==> src/rtl/regfile_pkg.sv <==
// rtl/regfile_pkg.sv - shared widths, reader state and FIFO entry types for the register-file sweep reader
package regfile_pkg;

    localparam int REG_ADDR_W = 5;
    localparam int DATA_W     = 32;
    localparam int NUM_REGS   = 32;

    typedef enum logic [1:0] {
        IDLE  = 2'd0,
        SWEEP = 2'd1,
        DRAIN = 2'd2
    } readerState_e;

    typedef struct packed {
        logic                  last;
        logic [REG_ADDR_W-1:0] index;
        logic [DATA_W-1:0]     data;
    } fifoEntry_t;

    // Inclusive range length with wrap from 31 to 0; result is 1..32.
    function automatic logic [REG_ADDR_W:0] sweepLength(
        input logic [REG_ADDR_W-1:0] firstReg,
        input logic [REG_ADDR_W-1:0] lastReg
    );
        logic [REG_ADDR_W-1:0] span;
        span = lastReg - firstReg;
        return {1'b0, span} + (REG_ADDR_W+1)'(1);
    endfunction

endpackage

==> src/rtl/regfile_reader_fifo.sv <==
// rtl/regfile_reader_fifo.sv - synchronous output FIFO with occupancy count and synchronous flush
module regfile_reader_fifo
    import regfile_pkg::*;
#(
    parameter int DEPTH = 4
) (
    input  logic                   clock,
    input  logic                   flush,
    input  logic                   pushValid,
    input  fifoEntry_t             pushEntry,
    input  logic                   popReady,
    output logic                   headValid,
    output fifoEntry_t             headEntry,
    output logic [$clog2(DEPTH):0] count
);

    localparam int              PTR_W      = $clog2(DEPTH);
    localparam logic [PTR_W:0]  FULL_COUNT = (PTR_W+1)'(DEPTH);

    fifoEntry_t       mem [DEPTH];
    logic [PTR_W-1:0] wrPtr;
    logic [PTR_W-1:0] rdPtr;
    logic             doPush;
    logic             doPop;

    assign headValid = (count != '0);
    assign headEntry = mem[rdPtr];
    assign doPop     = headValid && popReady;
    // A push into a full FIFO is accepted only when the head leaves in the same cycle.
    assign doPush    = pushValid && ((count != FULL_COUNT) || doPop);

    always_ff @(posedge clock) begin
        if (flush) begin
            wrPtr <= '0;
            rdPtr <= '0;
            count <= '0;
        end else begin
            if (doPush) wrPtr <= wrPtr + PTR_W'(1);
            if (doPop)  rdPtr <= rdPtr + PTR_W'(1);
            case ({doPush, doPop})
                2'b10:   count <= count + (PTR_W+1)'(1);
                2'b01:   count <= count - (PTR_W+1)'(1);
                default: count <= count;
            endcase
        end
    end

    always_ff @(posedge clock) begin
        if (doPush) mem[wrPtr] <= pushEntry;
    end

endmodule

==> src/rtl/regfile_reader.sv <==
// rtl/regfile_reader.sv - sweeps a register range through a spare read port and streams index-tagged values
module regfile_reader
    import regfile_pkg::*;
#(
    parameter int FIFO_DEPTH = 4
) (
    input  logic                  clock,
    input  logic                  ctrl_reset,
    input  logic                  start,
    input  logic                  abort,
    input  logic [REG_ADDR_W-1:0] first_reg,
    input  logic [REG_ADDR_W-1:0] last_reg,
    output logic [REG_ADDR_W-1:0] ctrl_readReg,
    input  logic [DATA_W-1:0]     data_readReg,
    output logic                  out_valid,
    input  logic                  out_ready,
    output logic [DATA_W-1:0]     out_data,
    output logic [REG_ADDR_W-1:0] out_index,
    output logic                  out_last,
    output logic                  busy,
    output logic                  done
);

    localparam int CNT_W = $clog2(FIFO_DEPTH) + 1;

    readerState_e          state;
    logic [REG_ADDR_W-1:0] addr;
    logic [REG_ADDR_W:0]   remaining;
    logic                  inflight;
    logic                  inflightLast;
    logic [CNT_W-1:0]      fifoCount;
    logic                  flushFifo;
    logic                  pop;
    logic                  issue;
    logic                  drainDone;
    logic                  headValid;
    fifoEntry_t            headEntry;
    fifoEntry_t            pushEntry;

    assign flushFifo = ctrl_reset || (abort && (state != IDLE));
    assign pop       = out_valid && out_ready;
    // Reserve a slot for the read in flight so a stalled consumer can never overflow the FIFO.
    assign issue     = (state == SWEEP) && ((int'(fifoCount) + int'(inflight)) < FIFO_DEPTH);
    assign drainDone = (state == DRAIN) && !inflight &&
                       ((fifoCount == '0) || ((fifoCount == CNT_W'(1)) && pop));

    assign pushEntry = '{last: inflightLast, index: ctrl_readReg, data: data_readReg};

    regfile_reader_fifo #(
        .DEPTH(FIFO_DEPTH)
    ) outFifo (
        .clock    (clock),
        .flush    (flushFifo),
        .pushValid(inflight),
        .pushEntry(pushEntry),
        .popReady (out_ready),
        .headValid(headValid),
        .headEntry(headEntry),
        .count    (fifoCount)
    );

    assign out_valid = headValid;
    assign out_data  = headValid ? headEntry.data  : '0;
    assign out_index = headValid ? headEntry.index : '0;
    assign out_last  = headValid && headEntry.last;
    assign busy      = (state != IDLE);

    always_ff @(posedge clock) begin
        if (ctrl_reset) begin
            state        <= IDLE;
            addr         <= '0;
            remaining    <= '0;
            ctrl_readReg <= '0;
            inflight     <= 1'b0;
            inflightLast <= 1'b0;
            done         <= 1'b0;
        end else if (abort && (state != IDLE)) begin
            state    <= IDLE;
            inflight <= 1'b0;
            done     <= 1'b0;
        end else begin
            done     <= 1'b0;
            inflight <= issue;
            if (issue) begin
                ctrl_readReg <= addr;
                addr         <= addr + REG_ADDR_W'(1);
                remaining    <= remaining - (REG_ADDR_W+1)'(1);
                inflightLast <= (remaining == (REG_ADDR_W+1)'(1));
            end
            case (state)
                IDLE: begin
                    if (start && !abort) begin
                        state     <= SWEEP;
                        addr      <= first_reg;
                        remaining <= sweepLength(first_reg, last_reg);
                    end
                end
                SWEEP: begin
                    if (issue && (remaining == (REG_ADDR_W+1)'(1))) state <= DRAIN;
                end
                DRAIN: begin
                    if (drainDone) begin
                        state <= IDLE;
                        done  <= 1'b1;
                    end
                end
                default: state <= IDLE;
            endcase
        end
    end

endmodule

==> config.mk <==
export PLATFORM = sky130hd
export DESIGN_NAME = regfile_reader
export DESIGN_NICKNAME = d
export VERILOG_FILES = /design/src/rtl/regfile_pkg.sv /design/src/rtl/regfile_reader_fifo.sv /design/src/rtl/regfile_reader.sv
export SDC_FILE = /design/constraint.sdc
export NUM_CORES = 1
export LEC_CHECK = 0
export CORE_MARGIN = 2
export CORE_UTILIZATION = 30
export DETAILED_ROUTE_END_ITERATION = 10
export GPL_ROUTABILITY_DRIVEN = 1
export SETUP_SLACK_MARGIN = 0.1
export SLEW_MARGIN = 5
export SYNTH_ARGS = -nofsm -noshare
export SYNTH_HDL_FRONTEND = slang
export SYNTH_SLANG_ARGS = --single-unit
export TNS_END_PERCENT = 1
==> constraint.sdc <==
create_clock -name clock -period 5 [get_ports clock]
set_input_delay 0.75 -clock clock [delete_from_list [all_inputs] [get_ports clock]]
set_output_delay 0.75 -clock clock [all_outputs]
set_load 0.01 [all_outputs]
# After elaboration in Yosys (flattened, before gate mapping)
# Memory sizes are Yosys's and may differ from the RTL's. A register that Yosys moved wholly into a read port is not among the register bits.
# Index checks and enable logic that the tools add are counted.
# totals
ff_bits,28
latch_bits,0
ramBits,152
romBits,0
in_bits,47
word_cells,75
mem_count,1
# mem_list
memory,words,word_bits,read_ports,rd_clocked_by_memory_dff,wr,line_no,rtl
outFifo.mem,4,38,1,1,1,regfile_reader_fifo.sv:20,fifoEntry_t mem [DEPTH];
# classes
addsub,9
multipliers,0
n_div,0
n_lt_le_gt_ge,1
n_eq_ne,10
n_shift,0
n_mux,18
bitwise_logic,2
n_reduce_logical,24
# ops
operator,n
$mux W32,1
$mux W5,4
$mux W6,3
$logic_and A1 B1 Y1,10
$mux W2,5
$add A5 B1 Y6 const B,1
$eq A6 B1 Y1 const B,1
$pmux W2 S3,1
$pmux W3 S2,1
$sub A6 B1 Y6 const B,1
$add A5 B1 Y5 const B,1
$sub A5 B5 Y5,1
$add A2 B1 Y2 const B,2
$add A3 B1 Y4,1
$eq A2 B1 Y1 const B,2
$eq A2 B2 Y1 const B,2
$lt A4 B3 Y1 const B,1
$ne A2 B2 Y1 const B,2
$reduce_bool A2 Y1,2
$add A3 B1 Y3 const B,1
$eq A3 B1 Y1 const B,1
$logic_not A3 Y1,1
$logic_or A1 B1 Y1,3
$mux W1,3
11 further kinds,13

# Depth between registers and ports, before layout
# Gate-level depths: netlist of run 1.
# depth
depth_word,7
depth_mapped,10
mapped_depth_nobuf,10

# Cells and area by module
# Synthesis of run 1 repeated with hierarchy kept, for this count alone.
# hier_totals
hier_cells,458
hier_area_um2,7551.0
# by_module_without_submodules
mod,n_inst,cells_each,area_per_inst_um2,seq_area_each_um2
regfile_reader_fifo,1,253,5970.7,4744.6
regfile_reader,1,205,1580.3,420.4

# Least setup slack after synthesis of run 1
# No wires, ideal clock.
# synth_timing
path_type,input to register
start,input port last_reg[0]
end,register remaining[5]
setup_time_ps,74
t_arrival_ps,2420
path_slack_ps,2506
cell_stages,9
path_buffers,0
path_cell_list,inv_1 -> ha_1 -> inv_1 -> fa_1 -> a21o_1 -> a21oi_1 -> xnor2_1 -> or4b_1 -> a31oi_1
# synth_between
elab_chain_len,4
# synth_rtl
item,line_no,rtl
"start, declared",regfile_reader.sv:12,"input logic [REG_ADDR_W-1:0] last_reg,"
$sub A5 B5 Y5,regfile_pkg.sv:26,span = lastReg - firstReg;
$add A5 B1 Y6,regfile_pkg.sv:27,"return {1'b0, span} + (REG_ADDR_W+1)'(1);"
$mux W6,regfile_reader.sv:92,if (start && !abort) begin
$mux W6,regfile_reader.sv:90,case (state)
"end signal, assigned",regfile_reader.sv:87,remaining <= remaining - (REG_ADDR_W+1)'(1);
"end signal, assigned",regfile_reader.sv:95,"remaining <= sweepLength(first_reg, last_reg);"
"end, declared",regfile_reader.sv:28,logic [REG_ADDR_W:0] remaining;
# Every way passes these cells.
# A chain may end at the register's enable or synchronous reset.

# Worst setup path in the final report of run 1
# layout_timing
start,register outFifo.count[0]
end,output port out_index[2]
# layout_between
elab_chain_len,2
# layout_rtl
item,line_no,rtl
"start, declared",regfile_reader_fifo.sv:14,output logic [$clog2(DEPTH):0] count
"start signal, assigned",regfile_reader_fifo.sv:41,2'b10: count <= count + (PTR_W+1)'(1);
"start signal, assigned",regfile_reader_fifo.sv:42,2'b01: count <= count - (PTR_W+1)'(1);
"start signal, assigned",regfile_reader_fifo.sv:43,default: count <= count;
$reduce_bool A3 Y1,regfile_reader_fifo.sv:26,assign headValid = (count != '0);
$mux W5,regfile_reader.sv:64,assign out_index = headValid ? headEntry.index : '0;
"end, declared",regfile_reader.sv:18,"output logic [REG_ADDR_W-1:0] out_index,"
# Every way passes these cells.

==> results of run 1 <==
[final timing paths]
check                           cells after the start  slack [ns]                 end              from
worst max-delay path                                5        1.61        out_index[2]  outFifo.count[0]
worst min-delay path                                2        0.49     ctrl_readReg[4]           addr[4]
worst max register to register                      5        2.52  outFifo.mem[2][17]  outFifo.count[0]
worst min register to register                      2        0.49     ctrl_readReg[4]           addr[4]
[per-layer routing]
metal / up-vias / track usage (%) / share of wire, %
met4: 0 / 3.781 / 1.3
li1: 1923 / - / -
met5: - / 0 / 0
met3: 16 / 3.115 / 4.4
met1: 2103 / 14.47 / 43
met2: 98 / 20.39 / 51
[cell usage after synthesis (2+ instances only)]
| cell type | instances |
|---|---|
| edfxtp_1 | 152 |
| and2_1 | 44 |
| mux4_2 | 38 |
| dfxtp_1 | 30 |
| nand2_1 | 22 |
| a21oi_1 | 20 |
| nor2_1 | 18 |
| ha_1 | 17 |
| inv_1 | 16 |
| clkbuf_1 | 12 |
| nand3_1 | 9 |
| o21ai_1 | 7 |
| xnor2_1 | 7 |
| buf_2 | 6 |
| xor2_1 | 6 |
| mux2i_1 | 3 |
| nor4_1 | 3 |
| o21a_1 | 3 |
| a211oi_1 | 2 |
| a22oi_1 | 2 |
| nand2b_1 | 2 |
| nand3b_1 | 2 |
| nand4_1 | 2 |
| nor2b_1 | 2 |
| nor3_1 | 2 |
| o21ai_0 | 2 |
| o22ai_1 | 2 |
| or2_2 | 2 |
| or4_1 | 2 |
[registers in the layout (all words and copies together), names as in the netlist, 2 cells and up, named ones only]
name           count
remaining          6
outFifo.mem      152
state              2
addr               5
outFifo.rdPtr      2
outFifo.wrPtr      2
ctrl_readReg       5
outFifo.count      3
[power by group]
group,switching (W),total [W],internal [W]
Sequential,0.0000948,0.00178,0.00168
Combinational,0.000357,0.000854,0.000497
Clock,0.000584,0.00139,0.000802
[final cells by class]
| type | count | share of cell area, % |
|---|---|---|
| multi-input cells | 237 | 23.51 |
| well taps | 324 | 4.321 |
| inverters | 16 | 0.6402 |
| repair buffers | 92 | 9.816 |
| clock inverters | 14 | 2.027 |
| clock buffers | 18 | 4.575 |
| flip-flops and latches | 182 | 55.11 |
[worst max-delay path: cells and delay by family (launching register included)]
| kind | cells | cell delay, ns |
|---|---|---|
| AND/OR/NAND/NOR | 2 | 0.84 |
| flip-flops | 1 | 0.44 |
| adder cells (fa/ha/maj) | 1 | 0.25 |
| buffers and inverters | 2 | 0.67 |
[stage by stage]
| stage | worst slack (ns) | cell area [µm²] | instances |
|---|---|---|---|
| final | 1.611 | 9382 | 883 |
| after global routing | 1.381 | 9382 | 883 |
| after CTS | 1.525 | 9382 | 883 |
| after detailed placement | 1.874 | 8762 | 851 |
| after global placement | 1.958 | 8762 | 851 |
| after floorplan | 2.506 | 7502 | 454 |
[cells by family after synthesis]
kind of cell / count (synthesis) / synth area share (%)
and+or+nand+nor: 117 / 8.689
DFF: 182 / 68.85
adders and majority gates: 18 / 3.102
xor gates and xnor gates: 14 / 1.818
AOI/OAI and AO/OA: 47 / 3.886
buffers and inverters: 35 / 1.851
muxes: 41 / 11.81
==> results.md, run 1 <==
* Status: finished clean
* # rows at 57
* Register area share after synthesis at 68.85%
* Max Clk Rate at slightly below 300 MHz
* CP Launch Type: register
* Power Density at 428.1 nW/µm²
* Slew Viols, Final at 0
* H-tree levels at 4
* Die X at between 150 and 200 µm
* Synthesized flop and latch total at 182
* Register Area at 5170 µm²
* Max cap viols at 0
* # fillers at 2263
* TritonRoute pass-1 iters at 4
* Final nets at a little over 600
* Worst path slowest cell: clkdlybuf4s50_1
* Clock buffer count from CTS at 17
* Synth top area cells: edfxtp_1, mux4_2, dfxtp_1, and2_1, ha_1
* Tmin final at 3.389 ns
* Power, Total at 0.004016 W
* Worst-margin pin slew at 1.148 ns
* Worst skew pair latency at 0.43 ns
* Clock sink count at 182
* Worst setup EP type: output pin
* Synthesized area per cell at 16.52 µm²
* Max VDD drop at between 150 and 200 µV
* Largest net degree at the start of global routing at 41
* Post-CTS sizing at 0
* Synth Flop Type: edfxtp_1
* Final wirelength at 14.91 mm
* Slew HR at around a quarter
* Clk pin slew, worst setup/hold paths at 0.07 ns
* Fin util at 38.35%
* CTS hold repair buffers at 0
* DPL Wire Length at 8.943 mm
* Area delta synth->final at 25.05%
* Ant. Diodes at 0
* Final setup viols at 0
* Via density at 4.689
* Final period util at 67.78%
* Ys async rst share at 0%
* Final Wtd Congestion at slightly below 0.8
* Critical path type: reg2out
* Syn_nets at 519
* Post-synth cell types at 48
* Global-route wire length before repair at 23.46 mm
* Multi-input logic area at 2206 µm²
* Commonest non-fill, non-tap cell in the layout: edfxtp_1
* RSZ-0062 raised after global routing: false
* Initial antenna violation count at 0
* CTS tree: yes
* Vias in the first global route at 4332
* Die area at 26290 µm²
* Synth warnings at 0
* Vias post-DR at 4140
* Core ar. at 24460 µm²
* CTS Root Cell: clkbuf_16
* Setup Buffers After CTS at 0
* Leak at roughly 3 nW
* Routed Antenna Nets at 0
* Peak fanout along the critical path at 40
* Worst path cell trace: inv_1 -> ha_1 -> nand2b_2 -> and2_1 -> clkdlybuf4s50_1
* Hold_ws at between 0.4 and 0.5 ns
* Setup TNS at 0 ns
* Number of synthesized flops with an enable pin at 152
* Worst Hold Class: reg2reg
* Post-synth top area share at 60.84%
* Critical Path AT at 2.64 ns
* I/O Pins at 93
* GRT Residual Overflow at 0
* Final hold violation count at 0
* Syn Inst Count at approximately 450
* Layout Skew at 0.01138 ns
* WL per Instance at about 17 µm
* Cell taking the most area after synthesis: edfxtp_1
* Critical path's largest stage delay at between 0.5 and 0.6 ns
* DIE HEIGHT at 162.1 µm
* Commonest non-fill, non-tap cells in the layout: edfxtp_1, clkdlybuf4s50_1, and2_1, mux4_2, dfxtp_1
* Post-Syn Area at 7502 µm²
* DRC violations left at 0
* Starting DRT DRC Count at 238
* I/O Buffers at 92
* Initial Util at 30.67%
* Layout cells sized above 1 at about 15%
* Longest Clk Path Bufs at 2
* Total global-route track usage at 11.81%
* Worst path required time at 4.25 ns
No activity file was read; power rests on OpenSTA's default activity.
==> run 2, diff against run 1 <==
clock period = 2.86 ns   (was 5 ns; I/O delays follow)
==> run 2 against run 1 <==
  * First-iteration DRC count increased by 8.4%
  * Sequential cell count unchanged
  * Cell area increased by 1.8%
  * Clock skew about the same
  * Total power increased by 78%
  * Combinational power increased by 110%
  * Worst setup slack got worse by 1.4 ns
  * Critical path type unchanged
==> results.md, run 2 (same netlist as run 1, synthesis figures left out) <==
* Status: finished clean
* Critical Path AT at 2.23 ns
* Max Clk Rate at roughly 380 MHz
* WL per Instance at 17.07 µm
* Leak at between 3 and 4 nW
* Area delta synth->final at 27.32%
* Die area at 26290 µm²
* Worst skew pair latency at 0.43 ns
* Final nets at 629
* Final setup viols at 0
* # fillers at 2250
* Commonest non-fill, non-tap cells in the layout: edfxtp_1, clkdlybuf4s50_1, and2_1, mux4_2, dfxtp_1
* GRT Residual Overflow at 0
* RSZ-0062 raised after global routing: true
* Global-route wire length before repair at around 24 mm
* Worst setup EP type: output pin
* Routed Antenna Nets at 0
* Clock sink count at between 150 and 200
* Die X at ~160 µm
* CP Launch Type: register
* I/O Pins at between 90 and 100
* Multi-input logic area at 2211 µm²
* TritonRoute pass-1 iters at 4
* Final wirelength at 15.38 mm
* Max cap viols at 0
* DIE HEIGHT at around 160 µm
* Longest Clk Path Bufs at 2
* Worst path cell trace: buf_12 -> mux4_2 -> and2_1 -> clkdlybuf4s50_1
* CTS Root Cell: clkbuf_16
* Worst Hold Class: reg2reg
* Largest registers: outFifo.mem (152), remaining (6)
* Final period util at 93.00%
* Final hold violation count at 0
* Initial antenna violation count at 0
* Via density at approximately 4.7
* Clk pin slew, worst setup/hold paths at 0.07 ns
* Total global-route track usage at between 10% and 20%
* DPL Wire Length at just under 10 mm
* Max VDD drop at 308.1 µV
* Layout Skew at 0.01102 ns
* DRC violations left at 0
* Vias post-DR at approximately 4200
* CTS tree: yes
* Core ar. at 24460 µm²
* Largest register FFs at approximately 150
* Largest net degree at the start of global routing at 27
* Commonest non-fill, non-tap cell in the layout: edfxtp_1
* Critical path's largest stage delay at 0.52 ns
* Vias in the first global route at 4494
* H-tree levels at 4
* Worst-margin pin slew at roughly 0.55 ns
* Setup TNS at 0 ns
* CP top delay family: buffers and inverters
* Worst path required time at ~2.4 ns
* Layout cells sized above 1 at 17.33%
* Clock buffer count from CTS at 17
* # rows at 57
* Crit path buffers/inverters at 2
* Final Wtd Congestion at 0.7699
* Ant. Diodes at 0
* Peak fanout along the critical path at 24
* Critical path type: reg2out
* Slew Viols, Final at 0
* Largest Register: outFifo.mem
* I/O Buffers at 92
* Starting DRT DRC Count at about 260
* Tmin final at roughly 2.7 ns
* Register Area at just over 5000 µm²
* Slew HR at between 60% and 70%
* Power Density at 747.5 nW/µm²
* Power, Total at 0.007140 W
* Worst path slowest cell: mux4_2
* Initial Util at 30.67%
* Hold_ws at 0.5054 ns
## run 2: cell types whose count changed in the layout (fill, tap and decap cells not counted), moves of 2 or more
cell        previous run  this run
buf_12                 0         3
buf_4                  0        14
clkinv_1               0         3
clkinv_2               0         2
clkinv_4               0         4
clkinvlp_4             5         0
inv_8                  4         2
## run 2: layer usage
layer / routed length [µm] / global-route usage, %
met5: 0 / 0
met4: 296 / 4.787
met3: 827 / 3.550
met2: 7667 / 20.72
met1: 6588 / 14.34
## run 2: final cells by class
class / instances / share of cell area, %
Sequential cell: 182 / 54.14
Clock buffer: 17 / 4.454
Multi-Input combinational cell: 237 / 23.15
Tap cell: 324 / 4.244
Inverter: 16 / 0.6288
Timing Repair Buffer: 110 / 11.53
Clock inverter: 15 / 1.860
## run 2: timing repair
item | 4_1_cts | 5_1_grt
setup endpoints to repair | 33 | 18
buffers inserted | 1 | 0
hold buffers | 0 | 0
gates resized for setup | 1 | 3
## run 2: worst reg2reg max path, cell delays in order, from the launching register on
cell and delay, ns:
dfxtp_1 0.48, or3b_4 0.45, nor2_1 0.31, buf_4 0.23
nand2_1 0.22, a311oi_1 0.35
## run 2: final timing paths
path | slack [ns] | from | end | cells past startpoint
worst min-delay path | 0.51 | addr[4] | ctrl_readReg[4] | 2
worst min register to register | 0.51 | addr[4] | ctrl_readReg[4] | 2
worst max register to register | 0.73 | state[0] | remaining[1] | 5
worst max-delay path | 0.20 | register | out_data[0] | 4
## run 2: report_power, final
| part | switching [W] | internal [W] | leakage [nW] | total, W |
|---|---|---|---|---|
| Combinational | 0.000774 | 0.000987 | 1.21 | 0.00176 |
| Clock | 0.00100 | 0.00138 | 0.298 | 0.00238 |
| Sequential | 0.0000568 | 0.00294 | 1.60 | 0.00300 |
## run 2: through the flow
stage	instance area (µm²)	util (%)	setup slack, ns	cells
after floorplan	7502	-	0.5807	454
after global placement	8915	36.44	0.1595	868
after detailed placement	8915	36.44	0.03677	868
after CTS	9543	39.01	0.06608	901
after global routing	9552	39.05	0.08912	901
final	9552	39.05	0.2003	901
